<file path="src/rtl/add_arbiter_pkg.sv">
// ============================================================================
//  Module      : add_arbiter_pkg
//  Description : Shared FSM state encoding and default parameter constants
//                for the round-robin arbitrated adder.
//  Revision    : 1.0 - initial release
// ============================================================================
`default_nettype none

package add_arbiter_pkg;

  // Controller states; encoding is fixed so debug views stay stable.
  typedef enum logic [1:0] {
    IDLE = 2'd0,
    BUSY = 2'd1,
    DONE = 2'd2
  } state_e;

  localparam int DEFAULT_NUMBER_OF_BITS       = 8;
  localparam int DEFAULT_NUMBER_OF_REQUESTERS = 4;
  localparam int DEFAULT_ADD_LATENCY          = 2;

endpackage

`default_nettype wire

</file>
<file path="src/rtl/add_arbiter_add_core.sv">
// ============================================================================
//  Module      : add_core
//  Description : Combinational unsigned adder. Wraps modulo 2^numberOfBits by
//                default; saturates to all ones on carry-out when the macro
//                ADD_ARBITER_SAT_EN is defined.
//  Revision    : 1.0 - initial release
// ============================================================================
`default_nettype none

module add_core
  import add_arbiter_pkg::*;
#(
  parameter int numberOfBits = DEFAULT_NUMBER_OF_BITS
) (
  input  logic [numberOfBits-1:0] left_i,
  input  logic [numberOfBits-1:0] right_i,
  output logic [numberOfBits-1:0] sum_o
);

`ifdef ADD_ARBITER_SAT_EN
  // One extra bit exposes the carry so overflow can clamp the result.
  logic [numberOfBits:0] w_fullSum;
  assign w_fullSum = {1'b0, left_i} + {1'b0, right_i};
  assign sum_o     = w_fullSum[numberOfBits] ? {numberOfBits{1'b1}}
                                             : w_fullSum[numberOfBits-1:0];
`else
  // Natural truncation gives the modulo wrap.
  assign sum_o = left_i + right_i;
`endif

endmodule

`default_nettype wire

</file>
<file path="src/rtl/add_arbiter.sv">
// ============================================================================
//  Module      : add_arbiter
//  Description : Round-robin arbiter in front of a shared multi-cycle adder.
//                One requester is accepted at a time; its operands are held
//                for addLatency cycles, then the sum and owner index are
//                presented until the consumer accepts them.
//                Optional macro: ADD_ARBITER_SAT_EN (saturating sum).
//  Revision    : 1.0 - initial release
// ============================================================================
`default_nettype none

module add_arbiter
  import add_arbiter_pkg::*;
#(
  parameter int numberOfBits       = DEFAULT_NUMBER_OF_BITS,
  parameter int numberOfRequesters = DEFAULT_NUMBER_OF_REQUESTERS,
  parameter int addLatency         = DEFAULT_ADD_LATENCY
) (
  input  logic                                       clock,
  input  logic                                       nReset,
  input  logic [numberOfRequesters-1:0]              reqValid,
  input  logic [numberOfRequesters*numberOfBits-1:0] reqLeft,
  input  logic [numberOfRequesters*numberOfBits-1:0] reqRight,
  output logic [numberOfRequesters-1:0]              reqReady,
  output logic                                       resValid,
  output logic [numberOfBits-1:0]                    resData,
  output logic [$clog2(numberOfRequesters)-1:0]      resOwner,
  input  logic                                       resReady
);

  localparam int OWNER_W = $clog2(numberOfRequesters);
  localparam int CNT_W   = (addLatency > 1) ? $clog2(addLatency) : 1;
  localparam logic [CNT_W-1:0] CNT_LOAD = CNT_W'(addLatency - 1);

  state_e                 state_q;
  logic [CNT_W-1:0]       busyCnt_q;
  logic [OWNER_W-1:0]     lastGrant_q;   // also the owner of the in-flight sum
  logic [numberOfBits-1:0] opLeft_q;
  logic [numberOfBits-1:0] opRight_q;
  logic                    resValid_q;
  logic [numberOfBits-1:0] resData_q;
  logic [OWNER_W-1:0]      resOwner_q;

  logic [OWNER_W-1:0]      w_winner;
  logic                    w_anyValid;
  logic [numberOfBits-1:0] w_selLeft;
  logic [numberOfBits-1:0] w_selRight;
  logic [numberOfBits-1:0] w_sum;
  int                      w_idx;

  // Cyclic priority search starting just after the last granted requester.
  always_comb begin
    w_winner   = '0;
    w_anyValid = 1'b0;
    w_idx      = 0;
    for (int k = 1; k <= numberOfRequesters; k++) begin
      w_idx = int'(lastGrant_q) + k;
      if (w_idx >= numberOfRequesters) w_idx = w_idx - numberOfRequesters;
      if (!w_anyValid && reqValid[w_idx[OWNER_W-1:0]]) begin
        w_anyValid = 1'b1;
        w_winner   = w_idx[OWNER_W-1:0];
      end
    end
  end

  // Grant is only offered while idle, so at most one bit is ever set.
  always_comb begin
    reqReady = '0;
    if (state_q == IDLE && w_anyValid) reqReady[w_winner] = 1'b1;
  end

  // Operand mux for the winner; constant slices keep index widths exact.
  always_comb begin
    w_selLeft  = '0;
    w_selRight = '0;
    for (int i = 0; i < numberOfRequesters; i++) begin
      if (w_winner == OWNER_W'(i)) begin
        w_selLeft  = reqLeft[i*numberOfBits +: numberOfBits];
        w_selRight = reqRight[i*numberOfBits +: numberOfBits];
      end
    end
  end

  add_core #(
    .numberOfBits (numberOfBits)
  ) u_add_core (
    .left_i  (opLeft_q),
    .right_i (opRight_q),
    .sum_o   (w_sum)
  );

  // Controller: capture on grant, count out the adder latency, hold result.
  always_ff @(posedge clock or negedge nReset) begin
    if (!nReset) begin
      state_q     <= IDLE;
      busyCnt_q   <= '0;
      lastGrant_q <= OWNER_W'(numberOfRequesters - 1);
      opLeft_q    <= '0;
      opRight_q   <= '0;
      resValid_q  <= 1'b0;
      resData_q   <= '0;
      resOwner_q  <= '0;
    end else begin
      case (state_q)
        IDLE: begin
          if (w_anyValid) begin
            opLeft_q    <= w_selLeft;
            opRight_q   <= w_selRight;
            lastGrant_q <= w_winner;
            busyCnt_q   <= CNT_LOAD;
            state_q     <= BUSY;
          end
        end
        BUSY: begin
          if (busyCnt_q == '0) begin
            resData_q  <= w_sum;
            resOwner_q <= lastGrant_q;
            resValid_q <= 1'b1;
            state_q    <= DONE;
          end else begin
            busyCnt_q <= busyCnt_q - CNT_W'(1);
          end
        end
        DONE: begin
          if (resReady) begin
            resValid_q <= 1'b0;
            state_q    <= IDLE;
          end
        end
        default: state_q <= IDLE;
      endcase
    end
  end

  assign resValid = resValid_q;
  assign resData  = resData_q;
  assign resOwner = resOwner_q;

endmodule

`default_nettype wire

</file>
<file path="config.mk">
export PLATFORM = sky130hd
export DESIGN_NAME = add_arbiter
export DESIGN_NICKNAME = d
export VERILOG_FILES = /design/src/rtl/add_arbiter_pkg.sv /design/src/rtl/add_arbiter_add_core.sv /design/src/rtl/add_arbiter.sv
export SDC_FILE = /design/constraint.sdc
export NUM_CORES = 1
export LEC_CHECK = 0
export CORE_UTILIZATION = 43
export DETAILED_ROUTE_END_ITERATION = 7
export HOLD_SLACK_MARGIN = 0.05
export PLACE_DENSITY = 0.79
export SLEW_MARGIN = 15
export SYNTH_ARGS = -nofsm -noshare
export SYNTH_HDL_FRONTEND = slang
export SYNTH_SLANG_ARGS = --single-unit
</file>
<file path="constraint.sdc">
create_clock -name clock -period 2.9 [get_ports clock]
set_input_delay 0.58 -clock clock [delete_from_list [all_inputs] [get_ports clock]]
set_output_delay 0.58 -clock clock [all_outputs]
set_load 0.05 [all_outputs]
</file>
==> metrics, run 1 <==
VDD IR max approximately 0.00043 V; Setup violations, final 0; Seq cells post-synth 32; R2R Setup Slk around 0.65 ns; crit path kind in2out; PortBufs 85; Synth area leader dfrtp_1; final-report hold violation count 0; number of global-route vias before repair between 1,500 and 2,000; Max-Cap Viols 0; hold_sp resData[1]; Die Y 71.9 microns; leakage power figure ~0.0013 uW; Reg-to-Reg Start lastGrant_q[1]; largest family of logic cells by synthesized area multiplexers; startpoint types input port; outcome finished, final reports clean; R2R cell count 6; worst-skew pair later-pin latency between 0.2 and 0.3 ns; global-route wire length before repair between 8000 and 9000 microns; Synth Instances between 150 and 200; FFs w/ async S/R, synth 1.00; sequential fraction of the synthesis area 0.382; Worst setup EP type primary output; fin area between 3000 and 4000 sq um; Primary FF master, synth dfrtp_1; post-synthesis adder-cell area fraction 0.0512; total CTS buffers 5; Crit-path slowest cell clkdlybuf4s50_1; Yosys top cell area share 0.357; complex-gate fraction of the synthesized area 0.0999; top post-synthesis cells by count 30 x dfrtp_1, 14 x nand2_1, 11 x nor2_1; syn_nets 254; Rows 25; count leader, synth dfrtp_1; delay of the slowest cell on the worst path approximately 0.49 ns; synth top area cells dfrtp_1 36%, mux4_2 8.6%, mux4_1 7.5%, mux2_4 5.7%, mux2_2 4.8%; syn avg cell area ~12 sq um; total core area between 4000 and 5000 sq um; arrival time worst endpoint ~2.1 ns; H-tree levels 2; Max Fclk around 370 MHz; largest net degree at the start of global routing 33; Critical Path Fanout Max 5; via density per instance roughly 5.3; Sink Count 32; total of warnings raised by yosys 0; worst slew pin tran about 0.55 ns; Root Driver clkbuf_8; Sum Neg Setup Slack 0 ns; initial antenna violation count 0; gr usage total 0.222; crit path time final 2.72 ns; mux contribution to synthesized area 0.290; WP data required roughly 2.3 ns; simple logic cell fraction of the synthesized area 0.131; skew final 0.00990 ns; # hold bufs at CTS 0; diodes inserted 0; worst hold stages 2; Yosys cell types 43; Slew headroom 0.634; die area around 5200 sq um; worst min-delay path class reg2reg; wire length per cell between 15 and 20 microns; r2r endpoint opLeft_q[0]; boundary pin count between 80 and 90; CP Cell Sequence clkdlybuf4s50_1 -> nor4_1 -> buf_4 -> nor3_2 -> nand2_1 -> nor2_1 -> buf_12; Tcrit/Tclk final 0.940; CTS tree done; grt total ovfl 0; area post-placement around 3100 sq um; Starting DRT DRC Count 65; Resize count post-CTS 0; fillers roughly 370; DRT Pass-1 Iters 4; post-place setup slack a little under 0.08 ns; via count between 1,500 and 2,000; layout cell share with drive strength beyond 1 0.206; Post-synth EDFFs 0; Final ANT Viol Nets 0; Post-Syn Area approximately 2100 sq um; Max Buffers Root-to-Sink 2; final WL ~5200 microns; CP delay by family, top buffers and inverters; Final Net Count between 300 and 400; RSZ-0062 raised after global routing no; Die Wd 71.9 microns; Initial Util 0.445; DRC 0; hpwl dp ~4100 microns; GP Congestion a little under 0.8; Worst-path clk slew about 0.060 ns; Slew Limit Fails 0; final setup margin between 0.15 and 0.2 ns; Hold WS 0.473 ns; PwrDens about 1100 nW/um^2; synth-to-layout area growth 52.6%; Synth Area in XOR/XNOR 0.0125; CP bufs+invs 3; Hold EP resData[1]
-- cell type report --
cell class	instances	area (sq um)	area share
flip-flops and latches	32	803	0.250
multi-input cells	129	1240	0.387
clock buffers	5	68.8	0.0214
well taps	67	83.8	0.0261
inverters	5	18.8	0.00585
repair buffers	93	951	0.296
clock inverters	3	42.5	0.0133
-- worst max-delay path by stage --
stage,cells past startpoint,from,slack [ns],endpoint
floorplan,4,reqValid[1],0.12,reqReady[1]
global placement,6,reqValid[3],0.14,reqReady[0]
detailed placement,6,reqValid[3],0.08,reqReady[0]
CTS,6,reqValid[3],0.05,reqReady[0]
global route,6,reqValid[1],0.05,reqReady[1]
finish,7,reqValid[3],0.18,reqReady[3]
-- metal layers --
| metal | part of all wire | global-route usage | up-vias |
|---|---|---|---|
| li1 | - | - | 846 |
| met1 | 0.40 | 0.257 | 859 |
| met2 | 0.53 | 0.410 | 66 |
| met3 | 0.067 | 0.0611 | 7 |
| met4 | 0.011 | 0.0523 | 0 |
| met5 | 0 | 0 | - |
-- cell families (layout without fill, tap and decap cells) --
group           count (synthesis)  after routing
fa+ha+maj                       8              8
compound gates                 31             31
xor+xnor                        3              3
mux                            36             36
flops                          32             32
simple gates                   51             51
buf+inv                        14            106
-- worst reg2reg max path: cells and delay by family (launching register included) --
family	cells	cell delay, ns
DFF	1	0.62
and+or+nand+nor	1	0.11
buffers and inverters	1	0.19
muxes	3	0.96
AOI/OAI and AO/OA	1	0.26
-- layout by cell type (no fill, tap or decap), drive strengths merged, types with 2 or more instances in the layout --
cell type,instances
o31ai,3
clkbuf,5
a21oi,6
a21o,4
buf,12
clkdlybuf4s50,81
nand3,3
xnor2,2
ha,7
nor3,4
or4,2
a21boi,2
mux2,17
mux2i,5
nor3b,4
o21ai,8
nor2b,2
nand2b,3
nor2,11
a211oi,2
mux4,14
inv,5
nand2,15
dfrtp,30
o22a,2
nor4b,2
dfstp,2
-- flip-flops by register name, indices dropped and copies added (netlist names) --
| register | flops |
|---|---|
| opLeft_q | 8 |
| opRight_q | 8 |
| lastGrant_q | 2 |
| resOwner | 2 |
| state_q | 2 |
| resValid | 1 |
| resData | 8 |
| busyCnt_q | 1 |
-- per-stage QoR --
| stage | util | instances | power [uW] |
|---|---|---|---|
| detailed placement | 0.651 | 323 | 3030 |
| global route | 0.679 | 334 | 3700 |
| CTS | 0.675 | 331 | 3470 |
| floorplan | - | 175 | 2410 |
| finish | 0.679 | 334 | 3480 |
| global placement | 0.651 | 323 | 2940 |
-- power by group --
part           switching [uW]  leakage [uW]  internal, uW  total, uW
clock network             174     0.0000541           254        428
logic                    1100      0.000901          1060       2170
registers                 188      0.000379           694        882
total                    1470       0.00133          2010       3480
-- timing repair --
action | in CTS | in global routing
setup buffers | 0 | 3
hold endpoints to repair | 0 | 0
endpoints found under the setup margin | 0 | 1
No activity file was read; power rests on OpenSTA's default activity.
==> run 2, diff against run 1 <==
--- a/config.mk
+++ b/config.mk
@@ -5,10 +5,11 @@
 export SDC_FILE = /design/constraint.sdc
 export NUM_CORES = 1
 export LEC_CHECK = 0
-export CORE_UTILIZATION = 43
+export CORE_MARGIN = 1
+export CORE_UTILIZATION = 39
 export DETAILED_ROUTE_END_ITERATION = 7
 export HOLD_SLACK_MARGIN = 0.05
-export PLACE_DENSITY = 0.79
+export PLACE_DENSITY = 0.76
 export SLEW_MARGIN = 15
 export SYNTH_ARGS = -nofsm -noshare
 export SYNTH_HDL_FRONTEND = slang
==> constraint.sdc (replaced) <==
create_clock -name clock -period 2.3 [get_ports clock]
set_input_delay 0.46 -clock clock [delete_from_list [all_inputs] [get_ports clock]]
set_output_delay 0.46 -clock clock [all_outputs]
set_load 0.05 [all_outputs]
==> metrics, run 2 (same netlist as run 1, synthesis figures left out) <==
CP Cell Sequence mux2i_1 -> a2bb2oi_2 -> buf_4 -> and2_4 -> nor2_2 -> buf_12; startpoint types flip-flop; boundary pin count 86 (unchanged); Setup violations, final 0 (unchanged); RSZ-0062 raised after global routing yes; Tcrit/Tclk final 0.989; wire length per cell 14.7 microns (-6.2%); number of global-route vias before repair 1,741 (-5.0%); commonest non-fill, non-tap cell in the layout clkdlybuf4s50_1; Max Buffers Root-to-Sink 2 (unchanged); H-tree levels 2 (unchanged); gr usage total 0.201 (-0.0212); hpwl dp 3920 microns (-5.0%); die area 5690 sq um (+10%); initial antenna violation count 0 (unchanged); VDD IR max 0.000671 V (+55%); worst slew pin tran 0.532 ns (-0.0151 ns); clock share of power 0.115 (-0.008); global-route wire length before repair 8400 microns (-3.3%); skew final 0.00514 ns (-0.00476 ns); sequential share of power 0.238 (-0.016); largest net degree at the start of global routing 33 (unchanged); Slew headroom 0.644 (+0.0101); Worst-path clk slew 0.07 ns (about the same); GP Congestion 0.843 (+7.0%); # hold bufs at CTS 0 (unchanged); crit path time final between 2 and 2.5 ns; leakage power figure 0.00142 uW (+6.2%); final-report hold violation count 0 (unchanged); sw frac 0.414 (-0.00726); Slew Limit Fails 0 (unchanged); Rows 26 (+4.0%); Die Wd 75.4 microns (+4.9%); Final ANT Viol Nets 0 (unchanged); post-place setup slack -0.282 ns (-0.359 ns); Pint 2680 uW (+33%); total core area 5140 sq um (+8.8%); crit path kind reg2out; Starting DRT DRC Count 60 (-7.7%); P_sw 1890 uW (+29%); arrival time worst endpoint 1.81 ns (-0.33 ns); PortBufs 85 (unchanged); outcome finished, final reports clean; DRC 0 (unchanged); Die Y 75.4 microns (+4.9%); combinational power share 0.646 (+0.023); CTS tree done; PwrDens 1360 nW/um^2 (+25%); final setup margin 0.0257 ns (-0.150 ns); Worst setup EP type primary output; synth-to-layout area growth 60.4%; Max-Cap Viols 0 (unchanged); DRT Pass-1 Iters 4 (unchanged); Initial Util 0.409 (-0.0361); layout cell share with drive strength beyond 1 0.266 (+0.0602); Crit-path slowest cell dfstp_2; Final Net Count 356 (+3.2%); Root Driver clkbuf_8; Sink Count 32 (unchanged); Finished Layout Cells 348 (+4.2%); most frequent cells in the layout 77 x clkdlybuf4s50_1, 30 x dfrtp_1, 18 x buf_4, 13 x nand2_1; via density per instance 5.11 (-4.0%); diodes inserted 0 (unchanged); worst min-delay path class reg2reg; worst-skew pair later-pin latency 0.28 ns (about the same); Critical Path Fanout Max 4 (-1); Max Fclk ~440 MHz; Cells after DPL 335 (+3.7%); via count 1,779 (+0.056%); grt total ovfl 0 (unchanged); delay of the slowest cell on the worst path 0.57 ns (+0.08 ns); WP data required 1.84 ns (-0.48 ns); final WL 5100 microns (-2.3%); total CTS buffers 5 (unchanged)
run 2: final timing paths:
kind / start / endpoint / slack [ns] / cells past startpoint
setup / recovery: lastGrant_q[1] / reqReady[3] / 0.03 / 6
hold reg to reg: resData[2] / resData[2] / 0.48 / 2
min in group asynchronous: nReset / resOwner[0] / 0.57 / 2
setup reg to reg: lastGrant_q[1] / opRight_q[5] / 0.13 / 6
hold / removal: resData[2] / resData[2] / 0.48 / 2
max in group asynchronous: nReset / lastGrant_q[1] / 1.41 / 2
run 2: cell type report:
| class | count | area, sq um |
|---|---|---|
| Fill cell | 417 | 1770 |
| Tap cell | 70 | 87.6 |
| Clock buffer | 6 | 72.6 |
| Sequential cell | 32 | 803 |
| Clock inverter | 2 | 35.0 |
| Timing Repair Buffer | 104 | 1040 |
| Inverter | 5 | 18.8 |
| Multi-Input combinational cell | 129 | 1320 |
run 2: worst max-delay path, delay by kind of cell, from the launching register on:
family	cells	cell delay [ns]
compound gates	1	0.23
buf+inv	2	0.28
flops	1	0.57
mux	1	0.24
simple gates	2	0.20
run 2: repair_timing:
item	in CTS	in global routing
pin swaps	2	4
resized for setup	16	3
setup endpoints to repair	4	4
buffers inserted	4	1
run 2: metal layers:
layer,vias up,part of all wire,track usage
li1,867,-,-
met1,845,0.45,0.278
met2,61,0.48,0.312
met3,6,0.058,0.0503
met4,0,0.013,0.0679
met5,-,0,0
run 2: through the flow:
stage	cell area [sq um]	power, uW	setup TNS (ns)	utilization	hold WS [ns]
2_1_floorplan	2110	3040	-0.672	-	0.164
3_3_place_gp	3160	3840	-3.74	0.616	0.463
3_5_place_dp	3160	3900	-4.38	0.616	0.471
4_1_cts	3350	4540	0	0.651	0.486
5_1_grt	3370	4910	-0.0926	0.656	0.515
6_report	3370	4580	0	0.656	0.476
run 2: power by group through the flow:
stage	sequential (uW)	clock, uW	combinational (uW)
2_1_floorplan	1350	0	1700
6_report	1090	528	2960
3_3_place_gp	1090	0	2760
5_1_grt	1130	568	3220
4_1_cts	1080	540	2920
3_5_place_dp	1090	0	2810
